==> config.mk <==
export PLATFORM = sky130hd
export DESIGN_NAME = bus_source_arbiter
export DESIGN_NICKNAME = d
export VERILOG_FILES = /design/src/rtl/cpu_bus_pkg.sv /design/src/rtl/rr_priority_pick.sv /design/src/rtl/bus_source_arbiter.sv
export SDC_FILE = /design/constraint.sdc
export NUM_CORES = 1
export LEC_CHECK = 0
export BUFFER_PORTS_ARGS = -buffer_cell sky130_fd_sc_hd__buf_4
export CORE_MARGIN = 10
export CORE_UTILIZATION = 35
export CTS_CLUSTER_SIZE = 40
export DETAILED_ROUTE_END_ITERATION = 8
export GPL_ROUTABILITY_DRIVEN = 0
export HOLD_SLACK_MARGIN = 0.02
export PLACE_DENSITY = 0.5
export SYNTH_ARGS = -nofsm -noshare
export SYNTH_HDL_FRONTEND = slang
export SYNTH_HIERARCHICAL = 1
export SYNTH_SLANG_ARGS = --single-unit
==> constraint.sdc <==
create_clock -name clk -period 13.6 [get_ports clk]
set_input_delay 2.72 -clock clk [delete_from_list [all_inputs] [get_ports clk]]
set_output_delay 2.72 -clock clk [all_outputs]
set_load 0.03 [all_outputs]
==> src/rtl/cpu_bus_pkg.sv <==
// Shared definitions for the CPU internal-bus source arbitration logic.
// Source count is tied to the 5-bit bus select that the grant encoder produces.
package cpu_bus_pkg;

    localparam int NSRC       = 32;
    localparam int BUS_SEL_W  = 5;
    localparam int HOLD_CNT_W = 8;

    typedef enum logic [1:0] {
        IDLE = 2'd0,
        OWN  = 2'd1,
        GAP  = 2'd2
    } arb_state_e;

    function automatic logic [NSRC-1:0] onehot(input logic [BUS_SEL_W-1:0] idx);
        return NSRC'(1) << idx;
    endfunction

endpackage

==> src/rtl/rr_priority_pick.sv <==
// Combinational round-robin pick: index of the first set request bit at or
// after base, wrapping from bit 31 back to bit 0.
module rr_priority_pick
    import cpu_bus_pkg::*;
(
    input  logic [NSRC-1:0]      req,
    input  logic [BUS_SEL_W-1:0] base,
    output logic                 found,
    output logic [BUS_SEL_W-1:0] idx
);

    logic [2*NSRC-1:0]    req_dbl;
    logic [NSRC-1:0]      req_rot;
    logic [BUS_SEL_W-1:0] offset;

    // Rotating right by base turns the wrapped scan into a plain lowest-bit search.
    always_comb begin
        req_dbl = {req, req};
        req_rot = req_dbl[base +: NSRC];
        offset  = '0;
        for (int i = NSRC - 1; i >= 0; i--) begin
            if (req_rot[i]) begin
                offset = BUS_SEL_W'(i);
            end
        end
        found = |req;
        idx   = base + offset;
    end

endmodule

==> src/rtl/bus_source_arbiter.sv <==
// Round-robin arbiter for the shared-bus driver sources; issues a registered
// grant that is always zero or one-hot, with a bus-turnaround gap between owners.
module bus_source_arbiter
    import cpu_bus_pkg::*;
#(
    parameter int MAX_HOLD = 16
) (
    input  logic            clk,
    input  logic            clr,
    input  logic [NSRC-1:0] req,
    input  logic            done,
    output logic [NSRC-1:0] grant,
    output logic            grant_valid,
    output logic            timeout
);

    arb_state_e            state, state_nx;
    logic [BUS_SEL_W-1:0]  ptr, ptr_nx;
    logic [BUS_SEL_W-1:0]  owner, owner_nx;
    logic [HOLD_CNT_W-1:0] hold_cnt, hold_nx;
    logic [NSRC-1:0]       grant_nx;
    logic                  grant_valid_nx;
    logic                  timeout_nx;

    logic                  pick_found;
    logic [BUS_SEL_W-1:0]  pick_idx;

    logic                  rel_req;
    logic                  rel_hold;
    logic                  release_now;

    rr_priority_pick u_pick (
        .req   (req),
        .base  (ptr),
        .found (pick_found),
        .idx   (pick_idx)
    );

    assign rel_req     = !req[owner];
    assign rel_hold    = (MAX_HOLD != 0) && (hold_cnt == HOLD_CNT_W'(MAX_HOLD));
    assign release_now = done || rel_req || rel_hold;

    always_comb begin
        state_nx       = state;
        ptr_nx         = ptr;
        owner_nx       = owner;
        hold_nx        = hold_cnt;
        grant_nx       = grant;
        grant_valid_nx = grant_valid;
        timeout_nx     = 1'b0;
        case (state)
            IDLE: begin
                if (pick_found) begin
                    owner_nx       = pick_idx;
                    grant_nx       = onehot(pick_idx);
                    grant_valid_nx = 1'b1;
                    hold_nx        = HOLD_CNT_W'(1);
                    state_nx       = OWN;
                end
            end
            OWN: begin
                if (release_now) begin
                    grant_nx       = '0;
                    grant_valid_nx = 1'b0;
                    ptr_nx         = owner + BUS_SEL_W'(1);
                    // A timeout is reported only when the hold limit alone forced the release.
                    timeout_nx     = rel_hold && !done && !rel_req;
                    state_nx       = GAP;
                end else if (hold_cnt != '1) begin
                    hold_nx = hold_cnt + HOLD_CNT_W'(1);
                end
            end
            GAP: begin
                state_nx = IDLE;
            end
            default: begin
                grant_nx       = '0;
                grant_valid_nx = 1'b0;
                state_nx       = IDLE;
            end
        endcase
    end

    always_ff @(posedge clk) begin
        if (clr) begin
            state       <= IDLE;
            ptr         <= '0;
            hold_cnt    <= '0;
            grant       <= '0;
            grant_valid <= 1'b0;
            timeout     <= 1'b0;
        end else begin
            state       <= state_nx;
            ptr         <= ptr_nx;
            hold_cnt    <= hold_nx;
            grant       <= grant_nx;
            grant_valid <= grant_valid_nx;
            timeout     <= timeout_nx;
        end
    end

    // Owner index is only consulted while in OWN, so it needs no reset.
    always_ff @(posedge clk) begin
        owner <= owner_nx;
    end

endmodule

== Word level (Yosys, flattened, before mapping) ==
Index checks and enable logic that the tools add are counted.
Cells by class
  $mul: 0
  $lt $le $gt $ge: 1
  equal/unequal tests: 8
  div/mod/pow operators: 0
  add/sub/neg operators: 3
  mux-type cells: 47
  shift-type cells: 2
  bitwise gates (word level): 3
  reduce and logical (&&, ||, !) cells: 15
Operators by type and width (number)
  5-bit 2-to-1 mux: 32
  32-bit case mux with 3 select lines: 1
  32-bit 2-to-1 mux: 2
  64-bit by 6-bit variable part select with 32-bit output: 1
  32-bit OR reduction: 1
  1-bit by 5-bit left shift with 32-bit output (first input constant): 1
  8-bit 2-to-1 mux: 3
  8-bit case mux with 2 select lines: 1
  8-bit by 1-bit adder with 8-bit output (second input constant): 1
  8-bit by 5-bit == test with 1-bit output (second input constant): 1
  2-bit inequality test (second input constant): 4
  8-bit inequality test (second input constant): 1
  5-bit by 6-bit < comparator with 1-bit output (second input constant): 1
  2-bit AND reduction: 3
  5-bit by 1-bit adder with 5-bit output (second input constant): 1
  5-bit adder: 1
  1-bit binary-select mux with 5-bit select: 1
  2-bit 2-to-1 mux: 2
  2-bit case mux with 2 select lines: 1
  4-bit AND reduction: 1
  1-bit 2-to-1 mux: 3
  1-bit inverter: 3
  1-bit case mux with 3 select lines: 1
  3-bit AND reduction: 1
  8 further kinds: 11
Storage, ports and cells
  logic and storage cells: 86
  memories: 0
  latch bits: 0
  bits in writable memories: 0
  ROM bits: 0
  flip-flop bits (word level): 54

== Longest topological paths before layout ==
Gate-level depths: netlist of the first run.
  depth in word-level cells: 37
  gate-level depth with buffers: 26
  depth with buffers taken out: 21

== Hierarchy ==
The synthesis of the first run kept the hierarchy.
By module, submodules not included
  rr_priority_pick: cells an instance 365, times used 1, area each 3917.5 um^2
  bus_source_arbiter: cells an instance 240, times used 1, area each 2511.2 um^2

== Worst setup path before layout of the first run ==
OpenSTA, ideal clock, no wires.
  path kind: input to register
  start: in req[8]
  end: reg grant[26]
  arrival time: 6.625 ns
  slack: 6.905 ns
  buffers on the path: 0
  setup time: 0.070 ns
  stages on the path: 20
  required time: 13.530 ns
  cells stage by stage: mux4_1 -> mux4_2 -> mux2_4 -> a21o_1 -> a2111o_1 -> a211oi_1 -> and4b_1 -> ha_1 -> inv_1 -> fa_1 -> inv_1 -> a21o_1 -> a21oi_1 -> xnor2_1 -> xnor2_1 -> and2_1 -> nand2_1 -> nor2_1 -> nand2_1 -> o2bb2ai_1
On the way
  longest elaborated chain between the ends: 37
  elaborated cells on any way between the ends: 46
  those cells by class: 1 x add/sub; 2 x eq/ne; 2 x shift; 36 x mux; 5 x reduce/logical
Ends and longest elaborated chain
  start: declaration: line bus_source_arbiter.sv:10  | input logic [NSRC-1:0] req,
  64-bit by 6-bit variable part select with 32-bit output *: line rr_priority_pick.sv:19  | req_rot = req_dbl[base +: NSRC];
  5-bit 2-to-1 mux (31 in a row): line rr_priority_pick.sv:22  | if (req_rot[i]) begin
  5-bit 2-to-1 mux *: line rr_priority_pick.sv:22
  5-bit adder *: line rr_priority_pick.sv:27  | idx = base + offset;
  named net pick_idx[4]: line bus_source_arbiter.sv:26  | logic [BUS_SEL_W-1:0] pick_idx;
  1-bit by 5-bit left shift with 32-bit output *: line cpu_bus_pkg.sv:16  | return NSRC'(1) << idx;
  32-bit 2-to-1 mux *: line bus_source_arbiter.sv:53  | if (pick_found) begin
  32-bit case mux with 3 select lines *: line bus_source_arbiter.sv:51  | case (state)
  end signal: assignment: line bus_source_arbiter.sv:96  | grant <= grant_nx;
  end: declaration: line bus_source_arbiter.sv:12  | output logic [NSRC-1:0] grant,
The timed path passes the listed nets; every way through them passes the cells marked *. The select of a mux whose other input is x is not followed.
A chain may end at the register's enable or synchronous reset.

== Worst setup path in the final report of the first run ==
  start: in req[8]
  end: reg grant[14]
The elaborated chain is that of the path after synthesis.

==> results of run 1 <==
-- power by group through the flow --
stage	sequential (mW)	combinational, mW	clock [mW]
finish	0.242	0.939	0.136
global route	0.249	1.01	0.146
CTS	0.242	0.923	0.139
detailed placement	0.245	0.918	0
global placement	0.246	0.913	0
floorplan	0.216	0.735	0
-- metal layers --
metal / routed length [um] / vias up / global-route usage
met4: 591 / 0 / 0.05793
met5: 0 / - / 0
met3: 1690 / 45 / 0.03860
li1: - / 2566 / -
met1: 9378 / 2946 / 0.2393
met2: 11050 / 311 / 0.2883
-- state kept, by name (all words and copies together) (netlist names) --
signal,flops
state,2
grant_valid,1
owner,5
timeout,1
grant,32
ptr,5
hold_cnt,8
-- worst max path at each step --
stage               startpoint         to
finish                  req[8]  grant[14]
global placement        req[8]  grant[13]
floorplan               req[8]  grant[26]
global route            req[8]  grant[13]
detailed placement      req[8]  grant[13]
CTS                     req[8]  grant[13]
-- metrics by stage --
step / power [mW] / util
2_1_floorplan: 0.9510 / -
3_3_place_gp: 1.159 / 0.3874
3_5_place_dp: 1.163 / 0.3874
4_1_cts: 1.305 / 0.3963
5_1_grt: 1.401 / 0.3963
6_report: 1.317 / 0.3963
-- cells in the final DEF (no fill, tap or decap), drive strengths merged, types with 4 or more instances in the layout --
cell     instances
o21ai            7
a221oi           7
and2             6
nand2           45
o22ai           13
o22a             5
mux2i           53
nor4             9
nor2            35
mux2            21
o211ai           5
or2              4
ha               7
xnor2            5
o2bb2ai         30
a211oi           4
a21o             8
buf             73
clkbuf           7
nand3b           5
nand2b           7
a21oi           15
a31oi            8
nor2b            6
and3             7
nor3             9
dfxtp           49
nand3           21
a22oi            4
a221o            6
mux4            88
inv             14
edfxtp           5
nand4            4
-- final cells by class --
class,instances,area [um^2],area share
Timing Repair Buffer,73,548.0,0.07672
Clock inverter,1,6.256,0.0008758
Inverter,14,52.55,0.007357
Tap cell,229,286.5,0.04011
Multi-Input combinational cell,491,4959,0.6942
Clock buffer,7,153.9,0.02154
Sequential cell,54,1137,0.1592
-- cell families after synthesis --
kind of cell | synth area share
flops | 0.1759
xor+xnor | 0.009537
mux | 0.4311
simple gates | 0.1337
buf+inv | 0.05275
fa+ha+maj | 0.01674
compound gates | 0.1802
==> reports/results.ini, run 1 <==
[place]
placed_cells = 861
numPortBuffers = 68
dp_hpwl_um = 16610
dp_slack_ps = 6304
placed_area_um2 = 6983

[synth]
synth_flop_cell = dfxtp_1
synth.most_common_cell = mux4_2
ys_ff_latch = 54
synth_top_area_frac = 0.2908
syn_avg_cell_area_um2 = 10.63
yosysSeqAreaShare = 0.1759
syn-cell-area_um2 = 6429
syn_nets = 648
synth_area_leaders = mux4_2 29%, dfxtp_1 15%, mux2i_1 8.3%, o2bb2ai_1 4.0%, nand2_1 2.6%
syn-instance-count = 605
yosysWarningCount = 6
synth-edff-count = 5
yosysUniqueCellTypes = 84
ys_top_cells_by_count = 83 x mux4_2, 53 x mux2i_1, 49 x dfxtp_1
synth_top_area_cell = mux4_2
async_flop_share = 0

[sta]
setup_tns_ps = 0
drv_slew = 0
fin_ws_ps = 6546
setup_viol = 0
post-route-min-period_ps = 7054
worst_pin_slew_ps = 1279
relSlewSlack = 0.1462
rsz0062_at_grt = false
hold_viol = 0
skew_ps = 3.250
hold-worst-slack_ps = 465.0
max_freq_mhz = 141.8
min_period_over_period = 0.5187

[min_path]
hold_depth = 1
min_to = grant[10]
hold_start = grant[10]
hold_class = flip-flop to flip-flop

[critical_path]
cp-end-kind = flip-flop
rr_worst_depth = 19
cp_num_buf_inv = 3
crit_slowest_cell = mux4_1
r2r_slack_ps = 7780
crit_family = multiplexers
arrival_ps = 7270
crit_type = primary input to flip-flop
critPathLaunchType = primary input
crit_fanout = 11
path_cells = buf_4 > mux4_1 > mux4_2 > mux2_4 > a21o_1 > a2111o_1 > a211oi_1 > and4b_1 > ha_1 > inv_1 > fa_1 > inv_1 > a21o_1 > a21oi_1 > xnor2_1 > xnor2_1 > nor3_1 > nand3_1 > o2bb2ai_1
cp.required_ps = 13820
reg2reg_to = grant[14]
r2r_start = ptr[2]
cp_slowest_stage_delay_ps = 570
cp.depth = 19

[clocking]
clkSinkCount = 54
clk-insertion-delay-late_ps = 290
postCtsSetupRepairBufs = 0
cts_buffers = 5
cts_buffer_depth = 2
htreeDepth = 2
cts_tree = done
postCtsHoldBufs = 0
path_clk_slew_ps = 70
root_buffer = clkbuf_16
cts_resized = 0

[global_route]
antenna_found_initial = 0
grt_pass1_vias = 5905
grt_overflow_total = 0
grt_max_degree = 63
grt_pass1_wl_um = 34990
track_usage = 0.1808

[final_layout]
nFillCells = 1751
fin_nets = 682
antennaDiodeCount = 0
design_area_um2 = 7143
stdcell_count = 869
drive_above_1_share = 0.3047
syn_to_final_growth_pct = 11.11

[power]
swShare = 0.4883
ir_drop_mv = 0.06134
p_clk_frac = 0.103
switching_power_uw = 643.1
power.leakage_nw = 2.582
powerDensity_nw_per_um2 = 184.4
combPwrFrac = 0.713
p_int_uw = 673.9
power_frac_seq = 0.183

[floorplanning]
core_um2 = 18020
die_width_um = 155.5
row_count = 49
die_h_um = 155.5
initial_core_util = 0.3567
dieArea_um2 = 24190
ios = 69

[drt]
routedWlPerCell_um = 26.13
drc = 0
drtPass1Iterations = 5
viasPerCell = 6.753
dr_total_vias = 5868
wirelength_um = 22710
first_iter_violations = 595
final_antenna_net_count = 0

[status]
outcome = finished, final reports clean

[run]
cap_violations = 0

(Power assumes the default switching activity.)
==> run 2, diff against run 1 <==
==> constraint.sdc (replaced) <==
create_clock -name clk -period 7 [get_ports clk]
set_input_delay 1.4 -clock clk [delete_from_list [all_inputs] [get_ports clk]]
set_output_delay 1.4 -clock clk [all_outputs]
set_load 0.03 [all_outputs]
==> run 2 against run 1 <==
Compared with the run above:
- hold slack improved by 2.8 ps
- clock-buffer cell count fell by 1
- power rose by 96%
- core utilization rose by 0.24 points
==> reports/results.ini, run 2 (synthesized netlist as in run 1, its figures left out) <==
[drt]
dr_total_vias = 5870  ; +0.034%
wirelength_um = 22800  ; +0.38%
drc = 0  ; unchanged
drtPass1Iterations = 5  ; unchanged
viasPerCell = 6.739  ; -0.20%
first_iter_violations = 539  ; -9.4%
final_antenna_net_count = 0  ; unchanged
routedWlPerCell_um = 26.17  ; +0.15%

[floorplanning]
dieArea_um2 = 24190  ; unchanged
die_h_um = 155.5  ; unchanged
core_um2 = 18020  ; unchanged
row_count = 49  ; unchanged
die_width_um = 155.5  ; unchanged
initial_core_util = 0.3567  ; unchanged
ios = 69  ; unchanged

[critical_path]
startpoint = req[8]
cp_slowest_stage_delay_ps = 590  ; +20 ps
path_cells = buf_4 > mux4_1 > mux4_2 > mux2_4 > a21o_1 > a2111o_1 > a211oi_1 > and4b_1 > ha_1 > inv_1 > fa_1 > inv_1 > a21o_1 > a21oi_1 > xnor2_1 > xnor2_1 > nor3_1 > nand3_1 > o2bb2ai_1
r2r_start = ptr[2]
crit_family = compound AO/OA/AOI/OAI gates
cp.required_ps = 7220  ; -6600 ps
crit_fanout = 11  ; unchanged
critPathLaunchType = primary input
cp_num_buf_inv = 3  ; unchanged
crit_slowest_cell = mux4_1
arrival_ps = 5990  ; -1280 ps
crit_type = primary input to flip-flop
cp-end-kind = flip-flop

[clocking]
root_buffer = clkbuf_16
path_clk_slew_ps = 70  ; about the same
cts_buffer_depth = 2  ; unchanged
cts_buffers = 5  ; unchanged
postCtsSetupRepairBufs = 0  ; unchanged
cts_resized = 0  ; unchanged
postCtsHoldBufs = 0  ; unchanged
clk-insertion-delay-late_ps = 300  ; about the same
clkSinkCount = 54  ; unchanged
htreeDepth = 2  ; unchanged
cts_tree = done

[sta]
hold-worst-slack_ps = 467.8  ; +2.780 ps
drv_slew = 0  ; unchanged
worst_pin_slew_ps = 1307  ; +28.13 ps
skew_ps = 3.351  ; +0.1011 ps
setup_viol = 0  ; unchanged
rsz0062_at_grt = false
setup_tns_ps = 0  ; unchanged
min_period_over_period = 0.8237
post-route-min-period_ps = 5766
hold_viol = 0  ; unchanged
relSlewSlack = 0.1274  ; -0.01877
max_freq_mhz = 173.4

[global_route]
grt_pass1_wl_um = 34760  ; -0.65%
grt_overflow_total = 0  ; unchanged
track_usage = 0.1806  ; about the same
grt_pass1_vias = 5807  ; -1.7%
busiest_layer = met2
antenna_found_initial = 0  ; unchanged
use_met1 = 0.2387  ; -0.0006017
grt_max_degree = 54  ; -14%
use_met2 = 0.2879  ; -0.0004040
grt_use_met3 = 0.03612  ; -0.002481

[final_layout]
nFillCells = 1785  ; +1.9%
fin_util = 0.3987  ; +0.002430
syn_to_final_growth_pct = 11.79
largest-register = grant
fin_nets = 684  ; +0.29%
drive_above_1_share = 0.3084  ; +0.003724
antennaDiodeCount = 0  ; unchanged
largest_reg_flops = 32  ; unchanged
final_common_cell = mux4_2
largestRegisters = grant x32, hold_cnt x8
stdcell_count = 871  ; +0.23%
final_cell_mix = 83 x mux4_2, 73 x buf_4, 53 x mux2i_1, 46 x dfxtp_1, 45 x nand2_1

[place]
dp_hpwl_um = 16850  ; +1.4%
placed_cells = 863  ; +0.23%
numPortBuffers = 68  ; unchanged

[power]
power_frac_seq = 0.196  ; +0.013
swShare = 0.4889  ; +0.0005738
combPwrFrac = 0.700  ; -0.013
ir_drop_mv = 0.1675  ; +170%
p_int_mw = 1.319  ; +96%
p_clk_frac = 0.105  ; +0.002
switching_power_mw = 1.262  ; +96%
powerDensity_nw_per_um2 = 359.1  ; +95%
power.leakage_nw = 2.599  ; +0.66%

[min_path]
hold_class = flip-flop to flip-flop
hold_start = grant[10]

[status]
outcome = finished, final reports clean

[run]
cap_violations = 0  ; unchanged

==> run 2: final cells by class <==
class	instances	area [um^2]	area share
inverters	14	52.55	0.007312
multi-input cells	491	4959	0.6899
flip-flops and latches	54	1137	0.1583
clock inverters	2	13.76	0.001915
well taps	229	286.5	0.03987
repair buffers	75	588.1	0.08182
clock buffers	6	150.1	0.02089
==> run 2: worst paths after layout <==
path	slack (ps)	end	cells past startpoint
max	1230	grant[14]	19
min reg2reg	470	grant[10]	1
min	470	grant[10]	1
max reg2reg	1410	grant[14]	19
==> run 2: per-layer routing <==
metal | vias up | wire, um
li1 | 2578 | -
met1 | 2939 | 9419
met2 | 304 | 10990
met3 | 49 | 1713
met4 | 0 | 677
met5 | - | 0
==> run 2: metrics by stage <==
stage	power, mW	setup slack [ps]	instance area (um^2)
after CTS	2.563	1280	7187
final	2.581	1234	7187
after detailed placement	2.280	993.4	7023
after global routing	2.738	941.7	7187
after global placement	2.267	1041	7023
after floorplan	1.848	1625	6429
==> run 2: power groups by stage <==
stage	clock, mW	sequential (mW)	combinational (mW)
6_report	0.270	0.505	1.81
5_1_grt	0.293	0.520	1.92
4_1_cts	0.278	0.509	1.78
3_5_place_dp	0	0.514	1.77
3_3_place_gp	0	0.514	1.75
2_1_floorplan	0	0.419	1.43
==> run 3, diff against run 2 <==
--- a/config.mk
+++ b/config.mk
@@ -5,6 +5,7 @@
 export SDC_FILE = /design/constraint.sdc
 export NUM_CORES = 1
 export LEC_CHECK = 0
+export ABC_AREA = 1
 export BUFFER_PORTS_ARGS = -buffer_cell sky130_fd_sc_hd__buf_4
 export CORE_MARGIN = 10
 export CORE_UTILIZATION = 35
@@ -12,7 +13,7 @@
 export DETAILED_ROUTE_END_ITERATION = 8
 export GPL_ROUTABILITY_DRIVEN = 0
 export HOLD_SLACK_MARGIN = 0.02
-export PLACE_DENSITY = 0.5
+export PLACE_DENSITY = 0.51
 export SYNTH_ARGS = -nofsm -noshare
 export SYNTH_HDL_FRONTEND = slang
 export SYNTH_HIERARCHICAL = 1
==> constraint.sdc (replaced) <==
create_clock -name clk -period 6 [get_ports clk]
set_input_delay 1.2 -clock clk [delete_from_list [all_inputs] [get_ports clk]]
set_output_delay 1.2 -clock clk [all_outputs]
set_load 0.03 [all_outputs]
==> run 3 against run 2 <==
Compared with the run above:
- design area is 13% lower
- first-iteration DRC count is 5.8% lower
- worst setup slack worse by 630 ps
- sequential share of layout area is 2.2 points higher
- core utilization is 1.1 points higher
- synthesized cell count is 66% higher
- clock-buffer cell count stayed put
- highest routed layer unchanged
- critical path type unchanged
- via count is 9.5% higher
- hold slack worse by 1.0 ps
==> reports/results.ini, run 3 <==
[status]
outcome = finished, final reports clean

[power]
combPwrFrac = 0.707  ; +0.007
swShare = 0.5650  ; +0.07609
power_frac_seq = 0.186  ; -0.010
ir_drop_mv = 0.1831  ; +9.4%
p_clk_frac = 0.107  ; +0.002
power.leakage_nw = 3.201  ; +23%
p_int_mw = 1.328  ; +0.71%
switching_power_mw = 1.725  ; +37%
powerDensity_nw_per_um2 = 486.5  ; +35%

[sta]
fin_ws_ps = 602.1  ; -632.1 ps
drv_slew = 0  ; unchanged
max_freq_mhz = 185.3
worst_pin_slew_ps = 816.4  ; -491.0 ps
setup_tns_ps = 0  ; unchanged
min_period_over_period = 0.8997
relSlewSlack = 0.4557  ; +0.3283
setup_viol = 0  ; unchanged
post-route-min-period_ps = 5398
skew_ps = 8.828  ; +5.477 ps
hold_viol = 0  ; unchanged

[place]
dp_slack_ps = 284.3  ; -709.0 ps
dp_hpwl_um = 14970  ; -11%
numPortBuffers = 68  ; unchanged
placed_area_um2 = 6095  ; -13%

[drt]
drtPass1Iterations = 5  ; unchanged
final_antenna_net_count = 0  ; unchanged
viasPerCell = 5.112  ; -24%
wirelength_um = 19200  ; -16%
drc = 0  ; unchanged
first_iter_violations = 508  ; -5.8%
routedWlPerCell_um = 15.27  ; -42%
dr_total_vias = 6426  ; +9.5%

[synth]
synth_flop_cell = dfxtp_1
synthXorXnorAreaFrac = 0.01111  ; +0.001572
synth_compound_area_frac = 0.08932  ; -0.09090
synth_top_area_cell = nand2_1
syn-instance-count = 1006  ; +66%
syn_nets = 1049  ; +62%
synth_area_leaders = nand2_1 23%, nand3_1 19%, dfxtp_1 18%, nor2_1 6.9%, inv_1 6.0%
yosys.area_share.simple = 0.5432  ; +0.4095
synth.most_common_cell = nand2_1
synth-edff-count = 5  ; unchanged
synth_top_family_by_area = simple AND/OR/NAND/NOR gates
yosysSeqAreaShare = 0.2049  ; +0.02900
muxShareOfSynthArea = 0.005441  ; -0.4257
async_flop_share = 0  ; unchanged
synth_top_area_frac = 0.2306  ; -0.06021
synth_fa_ha_area_frac = 0.01950  ; +0.002759
syn_avg_cell_area_um2 = 5.486  ; -48%
yosysUniqueCellTypes = 41  ; -51%
syn-cell-area_um2 = 5519  ; -14%
ys_top_cells_by_count = 339 x nand2_1, 212 x nand3_1, 101 x nor2_1
yosysWarningCount = 6  ; unchanged
ys_ff_latch = 54  ; unchanged

[critical_path]
r2r_slack_ps = 720  ; -690 ps
crit_fanout = 6  ; -5
crit_slowest_cell = fa_1
cp.required_ps = 6230  ; -990 ps
cpMostUsedCell = nand2_1
rr_worst_depth = 49  ; +30
critPathLaunchType = primary input
reg2reg_to = grant[27]
arrival_ps = 5630  ; -360 ps
cp_slowest_stage_delay_ps = 430  ; -160 ps
cp_num_buf_inv = 5  ; +2
cp-end-kind = flip-flop
crit_family = simple AND/OR/NAND/NOR gates
crit_type = primary input to flip-flop
r2r_start = ptr[1]

[clocking]
cts_buffer_depth = 2  ; unchanged
clk-insertion-delay-late_ps = 300  ; about the same
htreeDepth = 2  ; unchanged
clkSinkCount = 54  ; unchanged
cts_buffers = 5  ; unchanged
path_clk_slew_ps = 70  ; about the same
root_buffer = clkbuf_16
cts_tree = done

[floorplanning]
die_width_um = 145.6  ; -6.4%
row_count = 45  ; -8.2%
initial_core_util = 0.3604  ; +0.003719
ios = 69  ; unchanged
dieArea_um2 = 21190  ; -12%
core_um2 = 15310  ; -15%
die_h_um = 145.6  ; -6.4%

[global_route]
grt_overflow_total = 0  ; unchanged
grt_max_degree = 37  ; -31%
grt_pass1_vias = 5870  ; +1.1%
grt_pass1_wl_um = 30710  ; -12%
antenna_found_initial = 0  ; unchanged
track_usage = 0.1736  ; -0.007047

[min_path]
hold_class = flip-flop to flip-flop
min_to = grant[27]
hold_start = grant[27]
hold_depth = 2  ; +1

[final_layout]
largest_reg_flops = 32  ; unchanged
nFillCells = 1784  ; -0.056%
antennaDiodeCount = 0  ; unchanged
syn_to_final_growth_pct = 13.72
fin_nets = 1088  ; +59%
final_cell_mix = 339 x nand2_1, 212 x nand3_1, 100 x nor2_1, 88 x inv_1, 85 x buf_4
regArea_um2 = 1131  ; -0.55%
final_common_cell = nand2_1
largestRegisters = grant x32, hold_cnt x8
design_area_um2 = 6276  ; -13%
drive_above_1_share = 0.1195  ; -0.1889
multi_input_area_um2 = 3696  ; -25%
largest-register = grant

[run]
cap_violations = 0  ; unchanged

-- run 3: changes by cell type after synthesis, moves of 10 or more --
cell       before  now
mux2i_1        53    3
nand2_1        45  339
o21ai_0         3   34
mux2_2         13    0
nand2_2         0   10
a21oi_1        15   32
mux4_2         83    0
o2bb2ai_1      29    0
inv_1          11   88
nand3_1        20  212
nor2_1         34  101
o22ai_1        13    0
-- run 3: power by group through the flow --
stage | sequential, mW | combinational [mW] | clock (mW)
floorplan | 0.595 | 1.60 | 0
global placement | 0.577 | 2.16 | 0
detailed placement | 0.574 | 2.14 | 0
CTS | 0.567 | 2.15 | 0.338
global route | 0.582 | 2.46 | 0.347
finish | 0.568 | 2.16 | 0.327
-- run 3: repair_timing --
item / 4_1_cts / 5_1_grt
resized for setup: 0 / 4
hold buffers: 0 / 0
endpoints found under the setup margin: 0 / 31
setup buffers: 0 / 1
hold endpoints to repair: 0 / 0
-- run 3: tightest hold or removal path: stages (launching register included) --
cell and delay [ps]:
dfxtp_1 310, nand2_1 60, a21oi_1 50
-- run 3: logic make-up after synthesis --
| family | count (synthesis) |
|---|---|
| AND/OR/NAND/NOR | 692 |
| buffers and inverters | 151 |
| AO/OA/AOI/OAI | 91 |
| flip-flops | 54 |
| adder cells (fa/ha/maj) | 8 |
| XOR/XNOR | 7 |
| multiplexers | 3 |
-- run 3: final cells by class --
class,count,area share
Multi-Input combinational cell,801,0.5889
Sequential cell,54,0.1802
Timing Repair Buffer,86,0.1035
Inverter,97,0.05921
Tap cell,211,0.04207
Clock buffer,6,0.02392
Clock inverter,2,0.002193
-- run 3: worst max-delay path by stage --
stage                end  slack (ps)     from  cells past startpoint
2_1_floorplan  grant[11]         920  req[25]                     50
3_3_place_gp   grant[11]         340   req[0]                     45
3_5_place_dp   grant[24]         280  req[19]                     52
4_1_cts        grant[24]         580  req[17]                     52
5_1_grt        grant[22]          -4  req[18]                     52
6_report       grant[27]         600  req[17]                     50
-- run 3: layer usage --
metal / GRT usage / wire length [um]
met1: 0.2348 / 9125
met5: 0 / 0
met3: 0.02670 / 1033
met4: 0.03337 / 162
met2: 0.2854 / 8878
-- run 3: stage by stage --
step	hold slack, ps	power [mW]	instances	util
finish	466.8	3.053	1257	0.4098
global route	484.7	3.386	1257	0.4098
CTS	470.9	3.056	1256	0.4087
detailed placement	456.5	2.714	1248	0.3980
global placement	457.5	2.735	1248	0.3980
floorplan	456.9	2.190	1006	-
